## src/rtl/cpu_exec_ctrl_if.sv

```systemverilog
// Board/system-facing signal bundle of the execution sequencer.
// master: switches, keys and CPU address side; slave: the sequencer itself.
interface cpu_exec_ctrl_if #(
  parameter int CNT_W = 16
);
  logic             step_key;
  logic             run_sw;
  logic             load_sw;
  logic             bp_en;
  logic [7:0]       bp_addr;
  logic [7:0]       addr;
  logic             cpu_ce;
  logic             load_inject;
  logic [2:0]       state;
  logic             halted;
  logic [CNT_W-1:0] instr_cnt;

  modport master (
    output step_key, run_sw, load_sw, bp_en, bp_addr, addr,
    input  cpu_ce, load_inject, state, halted, instr_cnt
  );

  modport slave (
    input  step_key, run_sw, load_sw, bp_en, bp_addr, addr,
    output cpu_ce, load_inject, state, halted, instr_cnt
  );
endinterface

```

## src/rtl/cpu_exec_ctrl.sv

```systemverilog
// Execution sequencer: drives a one-cycle CPU clock-enable for load, single-step,
// divided free-run and address breakpoint, from debounced board controls.
module cpu_exec_ctrl #(
  parameter logic [15:0] DEBOUNCE_CYCLES = 16'd50000,
  parameter logic [23:0] RUN_DIV         = 24'd1000000,
  parameter int          CNT_W           = 16
) (
  input  logic          clk,
  input  logic          reset_n,
  cpu_exec_ctrl_if.slave bus
);
  localparam logic [2:0]       ST_IDLE  = 3'd0;
  localparam logic [2:0]       ST_LOAD  = 3'd1;
  localparam logic [2:0]       ST_RUN   = 3'd2;
  localparam logic [2:0]       ST_HALT  = 3'd3;
  localparam logic [15:0]      DB_LAST  = DEBOUNCE_CYCLES - 16'd1;
  localparam logic [23:0]      DIV_LAST = RUN_DIV - 24'd1;
  localparam logic [CNT_W-1:0] CNT_MAX  = {CNT_W{1'b1}};

  logic [1:0]       key_sync_r, run_sync_r, load_sync_r;
  logic             key_s, run_s, load_s;
  logic             key_db_r;
  logic [15:0]      db_cnt_r;
  logic             step_evt_s;
  logic [23:0]      div_r, div_nxt_s;
  logic [2:0]       state_r, state_nxt_s;
  logic             ce_r, ce_nxt_s;
  logic             inject_r, inject_nxt_s;
  logic             halted_r;
  logic             cnt_clr_s, cnt_inc_s;
  logic [CNT_W-1:0] cnt_r;
  logic             slot_s, bp_hit_s;

  assign key_s  = key_sync_r[1];
  assign run_s  = run_sync_r[1];
  assign load_s = load_sync_r[1];

  // Two-flop synchronisers; key idles released (1), switches idle off.
  always_ff @(posedge clk or negedge reset_n) begin
    if (!reset_n) begin
      key_sync_r  <= 2'b11;
      run_sync_r  <= 2'b00;
      load_sync_r <= 2'b00;
    end else begin
      key_sync_r  <= {key_sync_r[0], bus.step_key};
      run_sync_r  <= {run_sync_r[0], bus.run_sw};
      load_sync_r <= {load_sync_r[0], bus.load_sw};
    end
  end

  // Debounce: the synchronised key must differ from the accepted level for a full window.
  always_ff @(posedge clk or negedge reset_n) begin
    if (!reset_n) begin
      key_db_r <= 1'b1;
      db_cnt_r <= 16'd0;
    end else if (key_s == key_db_r) begin
      db_cnt_r <= 16'd0;
    end else if (db_cnt_r == DB_LAST) begin
      key_db_r <= key_s;
      db_cnt_r <= 16'd0;
    end else begin
      db_cnt_r <= db_cnt_r + 16'd1;
    end
  end

  // Press is the accepted 1->0 transition; release is deliberately silent.
  assign step_evt_s = !key_s && key_db_r && (db_cnt_r == DB_LAST);
  assign slot_s     = (div_r == DIV_LAST);
  assign bp_hit_s   = bus.bp_en && (bus.addr == bus.bp_addr);
  assign cnt_inc_s  = ce_nxt_s && !load_s;

  // Next-state, CE and injection decisions; load switch has absolute priority.
  always_comb begin
    state_nxt_s  = state_r;
    ce_nxt_s     = 1'b0;
    inject_nxt_s = 1'b0;
    cnt_clr_s    = 1'b0;
    div_nxt_s    = div_r;
    if (load_s) begin
      state_nxt_s  = ST_LOAD;
      inject_nxt_s = 1'b1;
      ce_nxt_s     = (state_r != ST_LOAD);
      cnt_clr_s    = 1'b1;
      div_nxt_s    = 24'd0;
    end else begin
      case (state_r)
        ST_LOAD: begin
          state_nxt_s = ST_IDLE;
          div_nxt_s   = 24'd0;
        end
        ST_IDLE: begin
          ce_nxt_s  = step_evt_s;
          div_nxt_s = 24'd0;
          if (run_s) begin
            state_nxt_s = ST_RUN;
          end else begin
            state_nxt_s = ST_IDLE;
          end
        end
        ST_RUN: begin
          if (!run_s) begin
            state_nxt_s = ST_IDLE;
            div_nxt_s   = 24'd0;
          end else if (slot_s) begin
            div_nxt_s = 24'd0;
            if (bp_hit_s) begin
              state_nxt_s = ST_HALT;
            end else begin
              ce_nxt_s = 1'b1;
            end
          end else begin
            div_nxt_s = div_r + 24'd1;
          end
        end
        ST_HALT: begin
          div_nxt_s = 24'd0;
          if (step_evt_s) begin
            ce_nxt_s    = 1'b1;
            state_nxt_s = run_s ? ST_RUN : ST_IDLE;
          end else if (!run_s) begin
            state_nxt_s = ST_IDLE;
          end else begin
            state_nxt_s = ST_HALT;
          end
        end
        default: begin
          state_nxt_s = ST_IDLE;
          div_nxt_s   = 24'd0;
        end
      endcase
    end
  end

  // State, divider and registered outputs.
  always_ff @(posedge clk or negedge reset_n) begin
    if (!reset_n) begin
      state_r  <= ST_IDLE;
      div_r    <= 24'd0;
      ce_r     <= 1'b0;
      inject_r <= 1'b0;
      halted_r <= 1'b0;
    end else begin
      state_r  <= state_nxt_s;
      div_r    <= div_nxt_s;
      ce_r     <= ce_nxt_s;
      inject_r <= inject_nxt_s;
      halted_r <= (state_nxt_s == ST_HALT);
    end
  end

  // Saturating executed-instruction counter.
  always_ff @(posedge clk or negedge reset_n) begin
    if (!reset_n) begin
      cnt_r <= {CNT_W{1'b0}};
    end else if (cnt_clr_s) begin
      cnt_r <= {CNT_W{1'b0}};
    end else if (cnt_inc_s && (cnt_r != CNT_MAX)) begin
      cnt_r <= cnt_r + {{(CNT_W-1){1'b0}}, 1'b1};
    end else begin
      cnt_r <= cnt_r;
    end
  end

  assign bus.cpu_ce      = ce_r;
  assign bus.load_inject = inject_r;
  assign bus.state       = state_r;
  assign bus.halted      = halted_r;
  assign bus.instr_cnt   = cnt_r;
endmodule
```

## src/flat_wrapper.sv

```systemverilog
// flat-port wrapper written by rule: the top's interface ports become plain ports
module cpu_exec_ctrl_flat 
#(
  parameter logic [15:0] DEBOUNCE_CYCLES = 16'd50000,
  parameter logic [23:0] RUN_DIV         = 24'd1000000,
  parameter int          CNT_W           = 16
)
  (clk, reset_n, bus_step_key, bus_run_sw, bus_load_sw, bus_bp_en, bus_bp_addr, bus_addr, bus_cpu_ce, bus_load_inject, bus_state, bus_halted, bus_instr_cnt);
  cpu_exec_ctrl_if #(.CNT_W(CNT_W)) bus_i ();
  input  logic clk;
  input  logic reset_n;
  input wire logic [$bits(bus_i.step_key)-1:0] bus_step_key;
  input wire logic [$bits(bus_i.run_sw)-1:0] bus_run_sw;
  input wire logic [$bits(bus_i.load_sw)-1:0] bus_load_sw;
  input wire logic [$bits(bus_i.bp_en)-1:0] bus_bp_en;
  input wire logic [$bits(bus_i.bp_addr)-1:0] bus_bp_addr;
  input wire logic [$bits(bus_i.addr)-1:0] bus_addr;
  output wire logic [$bits(bus_i.cpu_ce)-1:0] bus_cpu_ce;
  output wire logic [$bits(bus_i.load_inject)-1:0] bus_load_inject;
  output wire logic [$bits(bus_i.state)-1:0] bus_state;
  output wire logic [$bits(bus_i.halted)-1:0] bus_halted;
  output wire logic [$bits(bus_i.instr_cnt)-1:0] bus_instr_cnt;
  assign bus_i.step_key = bus_step_key;
  assign bus_i.run_sw = bus_run_sw;
  assign bus_i.load_sw = bus_load_sw;
  assign bus_i.bp_en = bus_bp_en;
  assign bus_i.bp_addr = bus_bp_addr;
  assign bus_i.addr = bus_addr;
  assign bus_cpu_ce = bus_i.cpu_ce;
  assign bus_load_inject = bus_i.load_inject;
  assign bus_state = bus_i.state;
  assign bus_halted = bus_i.halted;
  assign bus_instr_cnt = bus_i.instr_cnt;
  cpu_exec_ctrl #(.DEBOUNCE_CYCLES(DEBOUNCE_CYCLES), .RUN_DIV(RUN_DIV), .CNT_W(CNT_W)) u_core (.clk(clk), .reset_n(reset_n), .bus(bus_i));
endmodule
```

## config.mk

```make
export PLATFORM = sky130hd
export DESIGN_NAME = cpu_exec_ctrl_flat
export DESIGN_NICKNAME = d
export VERILOG_FILES = /design/src/rtl/cpu_exec_ctrl_if.sv /design/src/rtl/cpu_exec_ctrl.sv /design/src/flat_wrapper.sv
export SDC_FILE = /design/constraint.sdc
export NUM_CORES = 1
export LEC_CHECK = 0
export ABC_AREA = 0
export CAP_MARGIN = 25
export CELL_PAD_IN_SITES_DETAIL_PLACEMENT = 1
export CELL_PAD_IN_SITES_GLOBAL_PLACEMENT = 2
export CORE_MARGIN = 2
export CORE_UTILIZATION = 38
export DETAILED_ROUTE_END_ITERATION = 6
export PLACE_DENSITY = 0.89
export SETUP_SLACK_MARGIN = 0.02
export SLEW_MARGIN = 20
export SYNTH_ARGS = -nofsm -noshare
export SYNTH_HDL_FRONTEND = slang
export SYNTH_SLANG_ARGS = --single-unit
```

## constraint.sdc

```tcl
create_clock -name clk -period 4.45 [get_ports clk]
set_clock_uncertainty 0.15 [all_clocks]
set_input_delay 0.6675 -clock clk [delete_from_list [all_inputs] [get_ports clk]]
set_output_delay 0.6675 -clock clk [all_outputs]
set_load 0.1 [all_outputs]
```

* Word level (Yosys, flattened, before mapping)
Cells that the tools add are included.
Operators by class: reductions and logical operators 10, mux-type cells 23, $add $sub $neg 3, eq/ne operators 9, bitwise operators 1
Operators with widths (count):
- 24-bit 2-to-1 mux | 4
- 16-bit 2-to-1 mux | 4
- 16-bit by 1-bit adder with 16-bit output (second input constant) | 2
- 24-bit by 1-bit adder with 24-bit output (second input constant) | 1
- 24-bit by 20-bit equality test with 1-bit output (second input constant) | 1
- 16-bit equality test (second input constant) | 1
- 16-bit != test (second input constant) | 1
- 3-bit 2-to-1 mux | 5
- 3-bit by 2-bit equality test with 1-bit output (second input constant) | 3
- 3-bit case mux with 3 select lines | 1
- 8-bit equality test | 1
- 1-bit 2-to-1 mux | 6
- 1-bit logical AND | 5
- 2-bit 2-to-1 mux | 2
- 3-bit logical NOT | 1
- 3-bit by 1-bit != test with 1-bit output (second input constant) | 1
- 1-bit case mux with 3 select lines | 1
- 1-bit logical NOT | 2
- 2-bit AND reduction | 1
- 2-bit nonzero test | 1
- 1-bit equality test | 1
- 1-bit NOT | 1
Word-level totals: bits in registers 69, output and inout bits 22

* Logic depth before layout (Yosys ltp)
Gate-level depths: netlist of the first run.
word-level depth 11, depth in mapped cells 8, mapped depth without buffers 7

* Worst setup path before layout of the first run
OpenSTA, ideal clock, no wires.
kind reg-to-reg, start point register u_core.cnt_r[0] (netlist: u_core.bus.instr_cnt[0]), end point register u_core.cnt_r[13] (netlist: u_core.bus.instr_cnt[13]), arrival 2726 ps, buffers on the path 0, period minus slack after synthesis 3004 ps, slack 1446 ps, cell stages (with the launch flop) 8, setup time 127 ps, path through dfrtp_1 ha_1 nand3_1 nor4_2 nor3_1 a32oi_4 or4_1 mux2_1
On the way: longest elaborated chain between the ends 3
Ends and longest elaborated chain:
- start, declared | RTL line cpu_exec_ctrl.sv:31 | logic [CNT_W-1:0] cnt_r;
- start signal, assigned | RTL line cpu_exec_ctrl.sv:154 | cnt_r <= {CNT_W{1'b0}};
- start signal, assigned | RTL line cpu_exec_ctrl.sv:156 | cnt_r <= {CNT_W{1'b0}};
- start signal, assigned | RTL line cpu_exec_ctrl.sv:158 | cnt_r <= cnt_r + {{(CNT_W-1){1'b0}}, 1'b1};
- 16-bit by 1-bit adder with 16-bit output or 16-bit != test (tied branches) | RTL line cpu_exec_ctrl.sv:158, cpu_exec_ctrl.sv:157
- 16-bit 2-to-1 mux or 1-bit logical AND (tied branches) | RTL line cpu_exec_ctrl.sv:157 | end else if (cnt_inc_s && (cnt_r != CNT_MAX)) begin
- 16-bit 2-to-1 mux or 2-bit nonzero test (tied branches)
Parallel ways exist; a longest one is shown, timed or not. The select of a mux whose other input is x is not followed. A chain may end at the register's enable or synchronous reset.

* Worst setup path in the final report of the first run
start point input bus_bp_addr[2], end point register u_core.cnt_r[14] (netlist: u_core.bus.instr_cnt[14])
On the way: longest elaborated chain between the ends 10
Ends and longest elaborated chain:
- start, declared | RTL line flat_wrapper.sv:16 | input wire logic [$bits(bus_i.bp_addr)-1:0] bus_bp_addr;
- 8-bit equality test | RTL line cpu_exec_ctrl.sv:69 | assign bp_hit_s = bus.bp_en && (bus.addr == bus.bp_addr);
- 1-bit logical AND | RTL line cpu_exec_ctrl.sv:69
- 1-bit 2-to-1 mux | RTL line cpu_exec_ctrl.sv:106 | if (bp_hit_s) begin
- 1-bit 2-to-1 mux | RTL line cpu_exec_ctrl.sv:104 | end else if (slot_s) begin
- 1-bit 2-to-1 mux | RTL line cpu_exec_ctrl.sv:101 | if (!run_s) begin
- 1-bit case mux with 3 select lines | RTL line cpu_exec_ctrl.sv:86 | case (state_r)
- 1-bit 2-to-1 mux | RTL line cpu_exec_ctrl.sv:79 | if (load_s) begin
- 1-bit logical AND | RTL line cpu_exec_ctrl.sv:70 | assign cnt_inc_s = ce_nxt_s && !load_s;
- 1-bit logical AND | RTL line cpu_exec_ctrl.sv:157
- 2-bit nonzero test (no line)
- end signal, assigned | RTL line cpu_exec_ctrl.sv:156
- end signal, assigned | RTL line cpu_exec_ctrl.sv:158
- end signal, assigned | RTL line cpu_exec_ctrl.sv:160 | cnt_r <= cnt_r;
No other way between the ends.

==> results.cfg, run 1 <==
[synth]
async_flop_share_pct = 100
synth_edf_count = 0
synth_cell_type_count = 46
ys_ff_latch = 69
syn_nets = 386
ys.flop_type = dfrtp_1
syn-instance-count = 360
avgSynthCellArea_sq_um = 9.76
yosysSeqAreaShare_pct = 49.3
synth_warnings = 0
syn_area_sq_um = 3510

[timing]
setup_violations = 0
rsz0062_at_grt = no
slew_viol_final = 0
slew-limit-headroom_pct = 32.2
worstMarginPinSlew_ps = 1010
finalCriticalPeriod_ps = 2950
hold_violations = 0
max_freq_ghz = 0.339
holdWs_ps = 119
fin_crit_sh_pct = 66.2
finalSetupTns_ps = 0

[detailed_routing]
vias = 2865
drt_iter0_drc = 77
drtAntennaViolNets = 0
routed_wirelength_um = 8660
route.detailed.drc = 0
wl_per_cell_um = 16.6
vias_per_cell = 5.48
firstDrtPassIters = 4

[critical_path]
worstPathCellList = clkdlybuf4s50_1 -> xnor2_1 -> nand3_1 -> or3_1 -> a32oi_1 -> nor4bb_1 -> mux2_1
rr_worst_depth = 6
r2r-end = u_core.bus.instr_cnt[13]$_DFFE_PN0P_
path_delay_family = simple AND/OR/NAND/NOR gates
reg2reg_from = u_core.div_r[10]$_DFF_PN0_
crit_path_max_incr_delay_ps = 480
crit_arrival_ps = 3030
setup.worst_path.end_class = flip-flop
worst-setup-path-type = input port to flip-flop
crit_fanout = 7
r2r_slack_ps = 1790
crit_slowest_cell = or3_1
critical_path_required_ps = 4530
path_buf_inv = 1
crit_path_start_kind = input port

[pwr]
ir_drop_v = 0.000163
power_density_nw_per_um2 = 275
p_leak_nw = 1.67

[die]
start_util_pct = 38.6
die-area_sq_um = 10000
placement_rows = 35
die_w_um = 100
coreArea_sq_um = 9110
pin_count = 44
fp.dieH_um = 100

[clocking]
cts_root_buffer = clkbuf_8
cts.htree.levels = 3
postCtsHoldBufs = 0
cts_tree = done
cts.repair.resized = 0
clkTransAtPathRegs_ps = 70
postCtsSetupRepairBufs = 0
clk_latency_ps = 340
cts_buffer_depth = 2
clock-sinks = 69
cts_buffers = 9

[cells_and_area]
final_nets = 433
area_growth_pct = 20.5
drive_above_1_share_pct = 8.74
fin_util_pct = 46.5
diodes = 0
nFillCells = 1078

[job]
drv_cap = 0

[grt]
grt_antenna_before_repair = 0
grt_max_degree = 33
grt_pass1_vias = 3012
grt-ovfl-total = 0
grt_pass1_wl_um = 15100
grt_usage_pct = 19.0

[place]
hpwl_um = 6310
gp_congestion = 0.756
port_buffers = 43

[run_status]
outcome = complete, no violations

[worst_hold_path]
worstHoldPathType = input port to async pin
[placed cells by master (no fill, tap or decap), types with 4 or more instances in the layout]
master	Yosys	routed
nand3_1	20	20
clkbuf_8	0	9
or3_2	5	5
nand2_1	24	24
and3_1	6	6
xnor2_1	24	24
mux2_1	4	4
xor2_1	20	20
clkinv_2	0	4
nand4_1	15	15
or3_1	6	6
nor2b_1	11	11
ha_1	4	4
a21oi_1	10	10
or4_1	4	4
and4_1	5	5
nor4b_1	5	5
nor2_1	59	59
dfrtp_1	66	66
clkdlybuf4s50_1	0	42
nor4_1	8	8
nor3_1	5	5
inv_1	9	9
o21ai_0	12	12
[worst register-to-register path, stage by stage, from the launching register on]
cell and delay [ps]:
dfrtp_1 460, nor4b_1 420, nand3_1 180, nor3_4 320, a32oi_4 240, or4_1 460
mux2_1 320
[cell usage after synthesis (5+ instances only)]
cell type  instances  area share, %
nor4_1             8            1.4
and3_1             6            1.1
nor3_1             5           0.71
nor2_1            59            6.3
nand2_1           24            2.6
clkbuf_1          10            1.1
nor4b_1            5            1.2
or3_2              5            1.1
xnor2_1           24            6.0
dfrtp_1           66             47
a21oi_1           10            1.4
and4_1             5            1.2
nand3_1           20            2.9
o21ai_0           12            1.7
xor2_1            20            5.0
inv_1              9           0.96
nor2b_1           11            2.0
or3_1              6            1.1
nand4_1           15            2.7
[layout make-up]
type	instances	area [sq um]	area share (%)
Sequential cell	69	1730	40.9
Multi-Input combinational cell	272	1710	40.4
Timing Repair Buffer	46	460	10.9
Tap cell	111	139	3.28
Clock buffer	11	131	3.10
Inverter	9	33.8	0.798
Clock inverter	5	27.5	0.650
[registers in the layout, indices dropped and copies added (netlist names)]
| register | count |
|---|---|
| u_core.load_sync_r | 2 |
| u_core.key_sync_r | 2 |
| u_core.bus.load_inject | 1 |
| u_core.db_cnt_r | 16 |
| u_core.bus.cpu_ce | 1 |
| u_core.key_db_r | 1 |
| u_core.div_r | 24 |
| u_core.bus.state | 3 |
| u_core.bus.instr_cnt | 16 |
| u_core.run_sync_r | 2 |
| u_core.bus.halted | 1 |
[per-layer routing]
metal	global-route usage [%]	vias to the layer above	wire [um]
li1	-	1352	-
met1	24.6	1460	3920
met2	31.2	39	4260
met3	5.15	14	306
met4	5.80	0	175
met5	0	-	0
[cell families after synthesis]
| logic type | share of synthesized area (%) |
|---|---|
| multiplexers | 1.89 |
| AO/OA/AOI/OAI | 5.74 |
| buffers and inverters | 2.03 |
| other | 0.107 |
| AND/OR/NAND/NOR | 28.6 |
| flip-flops | 49.3 |
| XOR/XNOR | 11.0 |
| adder cells (fa/ha/maj) | 1.43 |
[stage by stage]
stage                     instance area, sq um  worst slack (ps)  power, W  instances
after floorplan                           3510              1450  0.000692        360
after global placement                    4050              1220  0.000738        506
after detailed placement                  4070              1160  0.000743        507
after CTS                                 4230              1510   0.00118        523
after global routing                      4230              1410   0.00121        523
final                                     4230              1500   0.00116        523
[power by group]
| group | total (W) | internal (W) | switching [W] |
|---|---|---|---|
| Sequential | 0.000641 | 0.000635 | 0.00000600 |
| Clock | 0.000434 | 0.000199 | 0.000235 |
| Combinational | 0.0000874 | 0.0000335 | 0.0000540 |
[worst max path at each step]
stage	slack, ps	cells after the start	start	endpoint
after floorplan	1450	7	u_core.bus.instr_cnt[0]$_DFFE_PN0P_	u_core.bus.instr_cnt[13]$_DFFE_PN0P_
after global placement	1220	7	bus_bp_addr[6]	u_core.bus.instr_cnt[14]$_DFFE_PN0P_
after detailed placement	1160	7	bus_bp_addr[2]	u_core.bus.instr_cnt[14]$_DFFE_PN0P_
after CTS	1510	7	bus_bp_addr[2]	u_core.bus.instr_cnt[14]$_DFFE_PN0P_
after global routing	1410	7	bus_bp_addr[2]	u_core.bus.instr_cnt[14]$_DFFE_PN0P_
final	1500	7	bus_bp_addr[2]	u_core.bus.instr_cnt[14]$_DFFE_PN0P_
Power figures use the tool's default switching activity.
==> run 2, diff against run 1 <==
--- a/config.mk
+++ b/config.mk
@@ -10,9 +10,9 @@
 export CELL_PAD_IN_SITES_DETAIL_PLACEMENT = 1
 export CELL_PAD_IN_SITES_GLOBAL_PLACEMENT = 2
 export CORE_MARGIN = 2
-export CORE_UTILIZATION = 38
+export CORE_UTILIZATION = 32
 export DETAILED_ROUTE_END_ITERATION = 6
-export PLACE_DENSITY = 0.89
+export PLACE_DENSITY = 0.8
 export SETUP_SLACK_MARGIN = 0.02
 export SLEW_MARGIN = 20
 export SYNTH_ARGS = -nofsm -noshare
==> constraint.sdc (replaced) <==
create_clock -name clk -period 2.7 [get_ports clk]
set_clock_uncertainty 0.15 [all_clocks]
set_input_delay 0.405 -clock clk [delete_from_list [all_inputs] [get_ports clk]]
set_output_delay 0.405 -clock clk [all_outputs]
set_load 0.1 [all_outputs]
==> results.cfg, run 2 (synthesis gave the netlist of run 1 again) <==
[run_status]
outcome = complete, no violations

[cells_and_area]
largest_register_ffs = 24
final_common_cell = nor2_1
final_nets = 445
area_growth_pct = 23.8
layout_common_cells = nor2_1, dfrtp_1, buf_4, nand2_1, xnor2_1
nFillCells = 1243
diodes = 0
regArea_sq_um = 1750
multi_input_area_sq_um = 1720
regMostFlops = u_core.div_r
drive_above_1_share_pct = 21.2
fin_util_pct = 40.3

[worst_hold_path]
whs_path_depth = 0
worstHoldPathType = flip-flop to flip-flop
worstHoldEndpoint = u_core.key_sync_r[1]$_DFF_PN1_
hp-start = u_core.key_sync_r[0]$_DFF_PN1_

[detailed_routing]
wl_per_cell_um = 15.0
vias = 2836
routed_wirelength_um = 8430
route.detailed.drc = 0
drtAntennaViolNets = 0
firstDrtPassIters = 4
vias_per_cell = 5.03
drt_iter0_drc = 125

[timing]
holdWs_ps = 209
finalSetupTns_ps = 0
max_freq_ghz = 0.396
setup_violations = 0
rsz0062_at_grt = yes
fin_crit_sh_pct = 93.6
hold_violations = 0
finalCriticalPeriod_ps = 2530
slew-limit-headroom_pct = 56.3
slew_viol_final = 0
worstMarginPinSlew_ps = 655

[clocking]
postCtsSetupRepairBufs = 0
cts_root_buffer = clkbuf_8
cts_tree = done
clock-sinks = 69
clkTransAtPathRegs_ps = 80
cts_buffer_depth = 2
cts_buffers = 9
cts.htree.levels = 3
clk_latency_ps = 360

[die]
pin_count = 44
die-area_sq_um = 11800
die_w_um = 109
coreArea_sq_um = 10800
placement_rows = 38
start_util_pct = 32.5
fp.dieH_um = 109

[critical_path]
worst-setup-path-type = flip-flop to flip-flop
reg2reg_from = u_core.div_r[0]$_DFF_PN0_
crit_path_start_kind = flip-flop
crit_arrival_ps = 2620
crit_fanout = 5
r2r_slack_ps = 170
rr_worst_depth = 7
r2r-end = u_core.bus.instr_cnt[13]$_DFFE_PN0P_
critical_path_required_ps = 2790
setup.worst_path.end_class = flip-flop

[grt]
grt_pass1_vias = 2999
grt_antenna_before_repair = 0
grt_max_degree = 32
grt_usage_pct = 15.9
grt-ovfl-total = 0
grt_pass1_wl_um = 14600

[place]
gp_congestion = 0.778
port_buffers = 43
hpwl_um = 6170

[pwr]
p_leak_nw = 1.73
ir_drop_v = 0.000298
power_density_nw_per_um2 = 450
total_power_w = 0.00196

[job]
drv_cap = 0
run 2: changes by cell type in the layout (fill, tap and decap cells not counted), sizes merged:
cell	change
dlygate4sd3	+1
clkinv	-1
clkinvlp	+2
clkdlybuf4s50	-22
clkbuf	-1
buf	+33
run 2: routing by layer:
metal / track usage [%] / wire length, um / vias to the layer above
li1: - / - / 1376
met1: 19.7 / 3850 / 1418
met2: 26.7 / 4240 / 29
met3: 4.00 / 215 / 13
met4: 6.04 / 129 / 0
met5: 0 / 0 / -
run 2: through the flow:
| step | setup slack (ps) | instance area, sq um | std cells |
|---|---|---|---|
| after detailed placement | -46.6 | 4160 | 547 |
| after global placement | 16.3 | 4160 | 547 |
| after global routing | 17.7 | 4350 | 564 |
| after floorplan | 23.4 | 3530 | 360 |
| after CTS | 159 | 4340 | 564 |
| final | 173 | 4350 | 564 |
run 2: worst max-delay path by stage:
| stage | start | endpoint | slack (ps) | depth (start not counted) |
|---|---|---|---|---|
| CTS | u_core.div_r[0]$_DFF_PN0_ | u_core.bus.instr_cnt[13]$_DFFE_PN0P_ | 160 | 7 |
| global route | u_core.div_r[0]$_DFF_PN0_ | u_core.bus.instr_cnt[13]$_DFFE_PN0P_ | 20 | 7 |
| finish | u_core.div_r[0]$_DFF_PN0_ | u_core.bus.instr_cnt[13]$_DFFE_PN0P_ | 170 | 7 |
| floorplan | u_core.bus.state[2]$_DFF_PN0_ | u_core.bus.instr_cnt[13]$_DFFE_PN0P_ | 20 | 5 |
| detailed placement | bus_bp_addr[4] | u_core.bus.instr_cnt[13]$_DFFE_PN0P_ | -50 | 7 |
| global placement | bus_bp_addr[7] | u_core.bus.instr_cnt[13]$_DFFE_PN0P_ | 20 | 7 |
run 2: cell type report:
type / instances / share of cell area, %
clock inverters: 6 / 0.949
flip-flops and latches: 69 / 40.3
repair buffers: 58 / 11.4
clock buffers: 10 / 2.93
inverters: 9 / 0.777
well taps: 140 / 4.03
multi-input cells: 272 / 39.6
run 2: worst max-delay path, stage by stage, from the launching register on:
cell	delay [ps]
dfrtp_1	390
ha_1	230
nand2_1	120
or2_4	260
nor3_4	330
a32oi_4	180
or4_1	430
mux2_1	320
run 2: timing repair:
action	in CTS	in global routing
hold buffers	1	0
gates resized for setup	0	3
hold endpoints to repair	23	0
setup endpoints to repair	0	9
run 2: power by group:
| group | switching [W] | total (W) | internal [W] |
|---|---|---|---|
| combinational | 0.0000911 | 0.000154 | 0.0000630 |
| sequential | 0.00000837 | 0.00105 | 0.00105 |
| clock | 0.000416 | 0.000747 | 0.000331 |
| total | 0.000515 | 0.00196 | 0.00144 |
==> RTL edit 1 (settings of run 1) <==
`CNT_W` is set to 16 in 3 places; all go to 32.
--- a/src/rtl/cpu_exec_ctrl_if.sv
+++ b/src/rtl/cpu_exec_ctrl_if.sv
@@ -1,7 +1,7 @@
 // Board/system-facing signal bundle of the execution sequencer.
 // master: switches, keys and CPU address side; slave: the sequencer itself.
 interface cpu_exec_ctrl_if #(
-  parameter int CNT_W = 16
+  parameter int CNT_W = 32
 );
   logic             step_key;
   logic             run_sw;
--- a/src/rtl/cpu_exec_ctrl.sv
+++ b/src/rtl/cpu_exec_ctrl.sv
@@ -3,7 +3,7 @@
 module cpu_exec_ctrl #(
   parameter logic [15:0] DEBOUNCE_CYCLES = 16'd50000,
   parameter logic [23:0] RUN_DIV         = 24'd1000000,
-  parameter int          CNT_W           = 16
+  parameter int          CNT_W           = 32
 ) (
   input  logic          clk,
   input  logic          reset_n,
--- a/src/flat_wrapper.sv
+++ b/src/flat_wrapper.sv
@@ -3,7 +3,7 @@
 #(
   parameter logic [15:0] DEBOUNCE_CYCLES = 16'd50000,
   parameter logic [23:0] RUN_DIV         = 24'd1000000,
-  parameter int          CNT_W           = 16
+  parameter int          CNT_W           = 32
 )
   (clk, reset_n, bus_step_key, bus_run_sw, bus_load_sw, bus_bp_en, bus_bp_addr, bus_addr, bus_cpu_ce, bus_load_inject, bus_state, bus_halted, bus_instr_cnt);
   cpu_exec_ctrl_if #(.CNT_W(CNT_W)) bus_i ();
Ports: changed (resized bus_instr_cnt); port bits go from 44 to 60. The function was not compared with the original's and may differ.
==> RTL edit 1 against run 1 <==
Power is 39% higher. Global-route usage hardly changed. Largest cell class unchanged. Wire length is 20% higher. Combinational power hardly changed. Final area is 25% higher. Die area is 21% higher. Area after synthesis is 22% higher. Sequential cell count is 16 higher. Setup slack worse by 0.14 ns. Count of clock-buffer cells in the layout is 3 higher.
==> RTL edit 1: results (changes against run 1) <==
largest net degree at the start of global routing 61 (+85%); Post-synth top cells 82 x dfrtp_1, 48 x nor2_1, 31 x a21oi_1; Layout Nets 525 (+21%); layout cells sized above 1 0.0536 (-0.0338); RD Place Congestion 0.760 (+0.50%); peak supply drop 0.000280 V (+72%); GRT met1 Usage 0.239 (-0.00741); Finished Layout Cells 644 (+23%); sequential area share after synthesis 0.497 (+0.00380); slowest stage delay, CP 0.64 ns (+0.16 ns); Data buffer area share 0.117 (+0.00781); Placed Cells 628 (+24%); drt initial violations 112 (+45%); GR Util met2 0.327 (+0.0146); final instance area 5300 um2 (+25%); vias in the first global route 3650 (+21%); global-route total usage across every layer 0.190 (-0.000486); status completed; met3 Usage GRT 0.0506 (-0.000974); max_slew headroom 0.330 (+0.00859); clock buf count 14 (+3); WP data arrival 3.14 ns (+0.11 ns); distinct cell type count after synthesis 47 (+2.2%); Total Routed Length 10400 um (+20%); Fillers 1256 (+17%); multi-input combinational area share 0.388 (-0.0165); Pint 1.26 mW (+46%); top post-synthesis cells by area dfrtp_1 48%, nor2_1 4.2%, xnor2_1 4.1%, xor2_1 3.9%, a21oi_1 3.6%; Seq cells 85 (+23%); share of power burned in registers 0.487 (-0.064); synthesis warning total 0 (unchanged); PortBufs 59 (+37%); total leakage power 2.06 nW (+24%); Hold Path Class flip-flop to flip-flop; WL met2 5260 um (+24%); max FFs per register 32 (+33%); HPWL Detailed 7390 um (+17%); wl on met1 4750 um (+21%); Synth Instances 441 (+23%); slowest library cell on the worst path nor4_2; Psw 0.349 mW (+18%); CP Max Fanout 29 (+22); Sequential Area 2130 um2 (+23%); Root Buffer clkbuf_16; nonclk buf count 63 (+37%); syn nets 467 (+21%); DR vias/cell 5.55 (+1.2%); met3 wire length 329 um (+7.5%); ant diodes 0 (unchanged); clk_lat worst skew 0.34 ns (about the same); multi-input gates 331 (+22%); Placed Area 5010 um2 (+23%); Clock buf/inv share 0.0545 (+0.0170); first-pass GRT wire length 17800 um (+18%); pre-CTS WS 1.14 ns (-0.0211 ns); Clock Power 0.739 mW (+70%)
==> RTL edit 1: cell types whose count changed in the layout (fill, tap and decap cells not counted), moves of 10 or more <==
cell and change:
or3_1 +17, dfrtp_1 +16, o21ai_1 +15, nand3_1 +10, a21oi_1 +21, clkdlybuf4s50_1 +16
o31ai_1 +10, nor2_1 -11
==> RTL edit 1: path summary, 6_finish.rpt <==
| check | endpoint | cells past startpoint | from | slack (ns) |
|---|---|---|---|---|
| min in group asynchronous | u_core.bus.instr_cnt[23]$_DFFE_PN0P_ | 1 | reset_n | 0.25 |
| worst max register to register | u_core.bus.instr_cnt[0]$_DFFE_PN0P_ | 7 | u_core.bus.instr_cnt[13]$_DFFE_PN0P_ | 1.36 |
| worst min register to register | u_core.run_sync_r[1]$_DFF_PN0_ | 0 | u_core.run_sync_r[0]$_DFF_PN0_ | 0.20 |
| max in group asynchronous | u_core.key_sync_r[0]$_DFF_PN1_ | 2 | reset_n | 3.01 |
| worst min-delay path | u_core.run_sync_r[1]$_DFF_PN0_ | 0 | u_core.run_sync_r[0]$_DFF_PN0_ | 0.20 |
| worst max-delay path | u_core.bus.instr_cnt[0]$_DFFE_PN0P_ | 7 | u_core.bus.instr_cnt[13]$_DFFE_PN0P_ | 1.36 |
==> RTL edit 1: logic make-up (layout without fill, tap and decap cells) <==
group,after synthesis,count (layout),synth area share
and+or+nand+nor,209,209,0.273
DFF,85,85,0.497
AOI/OAI and AO/OA,73,73,0.101
xor gates and xnor gates,39,39,0.0796
buffers and inverters,25,88,0.0248
muxes,5,5,0.0125
adders and majority gates,4,4,0.0117
other,1,1,0.000874
==> RTL edit 2 (settings of run 1) <==
Without the edit above. Make the reset (`reset_n`) synchronous in 4 clocked blocks.
--- a/src/rtl/cpu_exec_ctrl.sv
+++ b/src/rtl/cpu_exec_ctrl.sv
@@ -36,7 +36,7 @@
   assign load_s = load_sync_r[1];
 
   // Two-flop synchronisers; key idles released (1), switches idle off.
-  always_ff @(posedge clk or negedge reset_n) begin
+  always_ff @(posedge clk) begin
     if (!reset_n) begin
       key_sync_r  <= 2'b11;
       run_sync_r  <= 2'b00;
@@ -49,7 +49,7 @@
   end
 
   // Debounce: the synchronised key must differ from the accepted level for a full window.
-  always_ff @(posedge clk or negedge reset_n) begin
+  always_ff @(posedge clk) begin
     if (!reset_n) begin
       key_db_r <= 1'b1;
       db_cnt_r <= 16'd0;
@@ -132,7 +132,7 @@
   end
 
   // State, divider and registered outputs.
-  always_ff @(posedge clk or negedge reset_n) begin
+  always_ff @(posedge clk) begin
     if (!reset_n) begin
       state_r  <= ST_IDLE;
       div_r    <= 24'd0;
@@ -149,7 +149,7 @@
   end
 
   // Saturating executed-instruction counter.
-  always_ff @(posedge clk or negedge reset_n) begin
+  always_ff @(posedge clk) begin
     if (!reset_n) begin
       cnt_r <= {CNT_W{1'b0}};
     end else if (cnt_clr_s) begin
Function: differs if reset_n is asserted again (counterexample within 4 cycles, from zero or initial values and one cycle with reset_n low); with reset_n held inactive, the same outputs for 10 cycles.
==> RTL edit 2 against run 1 <==
Final cell count fell by 0.96%. Power up 2.2%. Sequential share of layout area down 5.1 points. Final area decreased by 8.7%. Area after synthesis fell by 10%. Sequential cell count is the same. First-iteration DRC count decreased by 38%. Worst hold slack better by 0.15 ns. Wire length shrank 16%. Clock power increased by 18%. Setup slack worse by 0.15 ns.
==> RTL edit 2: results (changes against run 1) <==
status completed; drt initial violations 48 (-38%); layout cells sized above 1 0.0508 (-0.0365); HPWL Detailed 5260 um (-17%); Post-synth top cells 69 x dfxtp_1, 48 x nor2_1, 27 x nand2_1; vias in the first global route 2782 (-7.6%); syn nets 393 (+1.8%); Synth Flop Type dfxtp_1; CP Max Fanout 26 (+19); FFs w/ async S/R, synth 0 (-1.00); total leakage power 1.24 nW (-26%); Clock Pin Slew Worst Setup and Hold Paths 0.07 ns (about the same); peak supply drop 0.000169 V (+3.9%); Hold Path Class flip-flop to flip-flop; Root Buffer clkbuf_8; top post-synthesis cells by area dfxtp_1 44%, xnor2_1 7.2%, nor2_1 5.7%, xor2_1 4.2%, nand3_1 3.5%; RD Place Congestion 0.742 (-1.9%); global-route total usage across every layer 0.180 (-0.0106); distinct cell type count after synthesis 41 (-11%); Worst EP required 4.57 ns (+0.04 ns); first-pass GRT wire length 12800 um (-15%); via count 2744 (-4.2%); WL met2 3270 um (-23%); average wire per standard cell 14.1 um (-15%); max FFs per register 24 (unchanged); met3 wire length 367 um (+20%); largest net degree at the start of global routing 32 (-3.0%); wl on met1 3550 um (-9.4%); actual slew at the worst max-slew pin 1.02 ns (+0.00693 ns)
## RTL edit 2: changes by cell type in the layout (fill, tap and decap cells not counted), moves of 7 or more
cell            run 1  this run
o21ai_1             0        10
dfxtp_1             0        69
or3_1               6        16
nor2b_1            11         3
and3_1              6        13
o21ai_0            12         5
nor2_1             59        48
dfrtp_1            66         0
## RTL edit 2: final timing paths
check / from / endpoint / slack [ns] / cells after the start
max: u_core.div_r[0]$_SDFF_PP0_ / u_core.bus.instr_cnt[14]$_SDFFE_PP0P_ / 1.35 / 8
min: u_core.key_sync_r[0]$_SDFF_PN1_ / u_core.key_sync_r[1]$_SDFF_PN1_ / 0.26 / 1
max reg2reg: u_core.div_r[0]$_SDFF_PP0_ / u_core.bus.instr_cnt[14]$_SDFFE_PP0P_ / 1.35 / 8
min reg2reg: u_core.key_sync_r[0]$_SDFF_PN1_ / u_core.key_sync_r[1]$_SDFF_PN1_ / 0.26 / 1
## RTL edit 2: logic make-up after synthesis
group / Yosys count / synth area share
AND/OR/NAND/NOR: 192 / 0.329
flip-flops: 69 / 0.439
XOR/XNOR: 41 / 0.114
AO/OA/AOI/OAI: 37 / 0.0680
buffers and inverters: 22 / 0.0294
adder cells (fa/ha/maj): 4 / 0.0159
other: 1 / 0.00119
multiplexers: 1 / 0.00318
## RTL edit 2: power by group
group | switching, mW | internal, mW
logic | 0.0261 | 0.0271
clock network | 0.240 | 0.272
registers | 0.00269 | 0.621
total | 0.269 | 0.920
## RTL edit 2: metal layers
metal / global-route usage / vias to the layer above
li1: - / 1379
met1: 0.233 / 1302
met2: 0.280 / 53
met3: 0.0561 / 10
met4: 0.0700 / 0
met5: 0 / -
## RTL edit 2: stage by stage
stage	util	hold slack, ns	instance area, um2	power [mW]	std cells
after global placement	0.448	0.244	3650	0.691	501
after detailed placement	0.448	0.256	3650	0.692	501
after floorplan	-	0.236	3150	0.665	367
final	0.475	0.265	3860	1.19	518
after global routing	0.475	0.302	3860	1.24	518
after CTS	0.473	0.274	3850	1.21	517
## RTL edit 2: worst max-delay path: stages, from the launching register on
cell and delay, ns:
dfxtp_1 0.38, ha_1 0.23, and4_4 0.29, nand2_4 0.08, or4_1 0.55, o32a_1 0.47, buf_8 0.21, or4_1 0.51
a21oi_1 0.14
## RTL edit 2: area by class of cell
class / count / area, um2
Sequential cell: 69 / 1380
Tap cell: 105 / 131
Inverter: 8 / 30.0
Multi-Input combinational cell: 276 / 1670
Timing Repair Buffer: 44 / 445
Fill cell: 986 / 4270
Clock buffer: 10 / 138
Clock inverter: 6 / 62.6
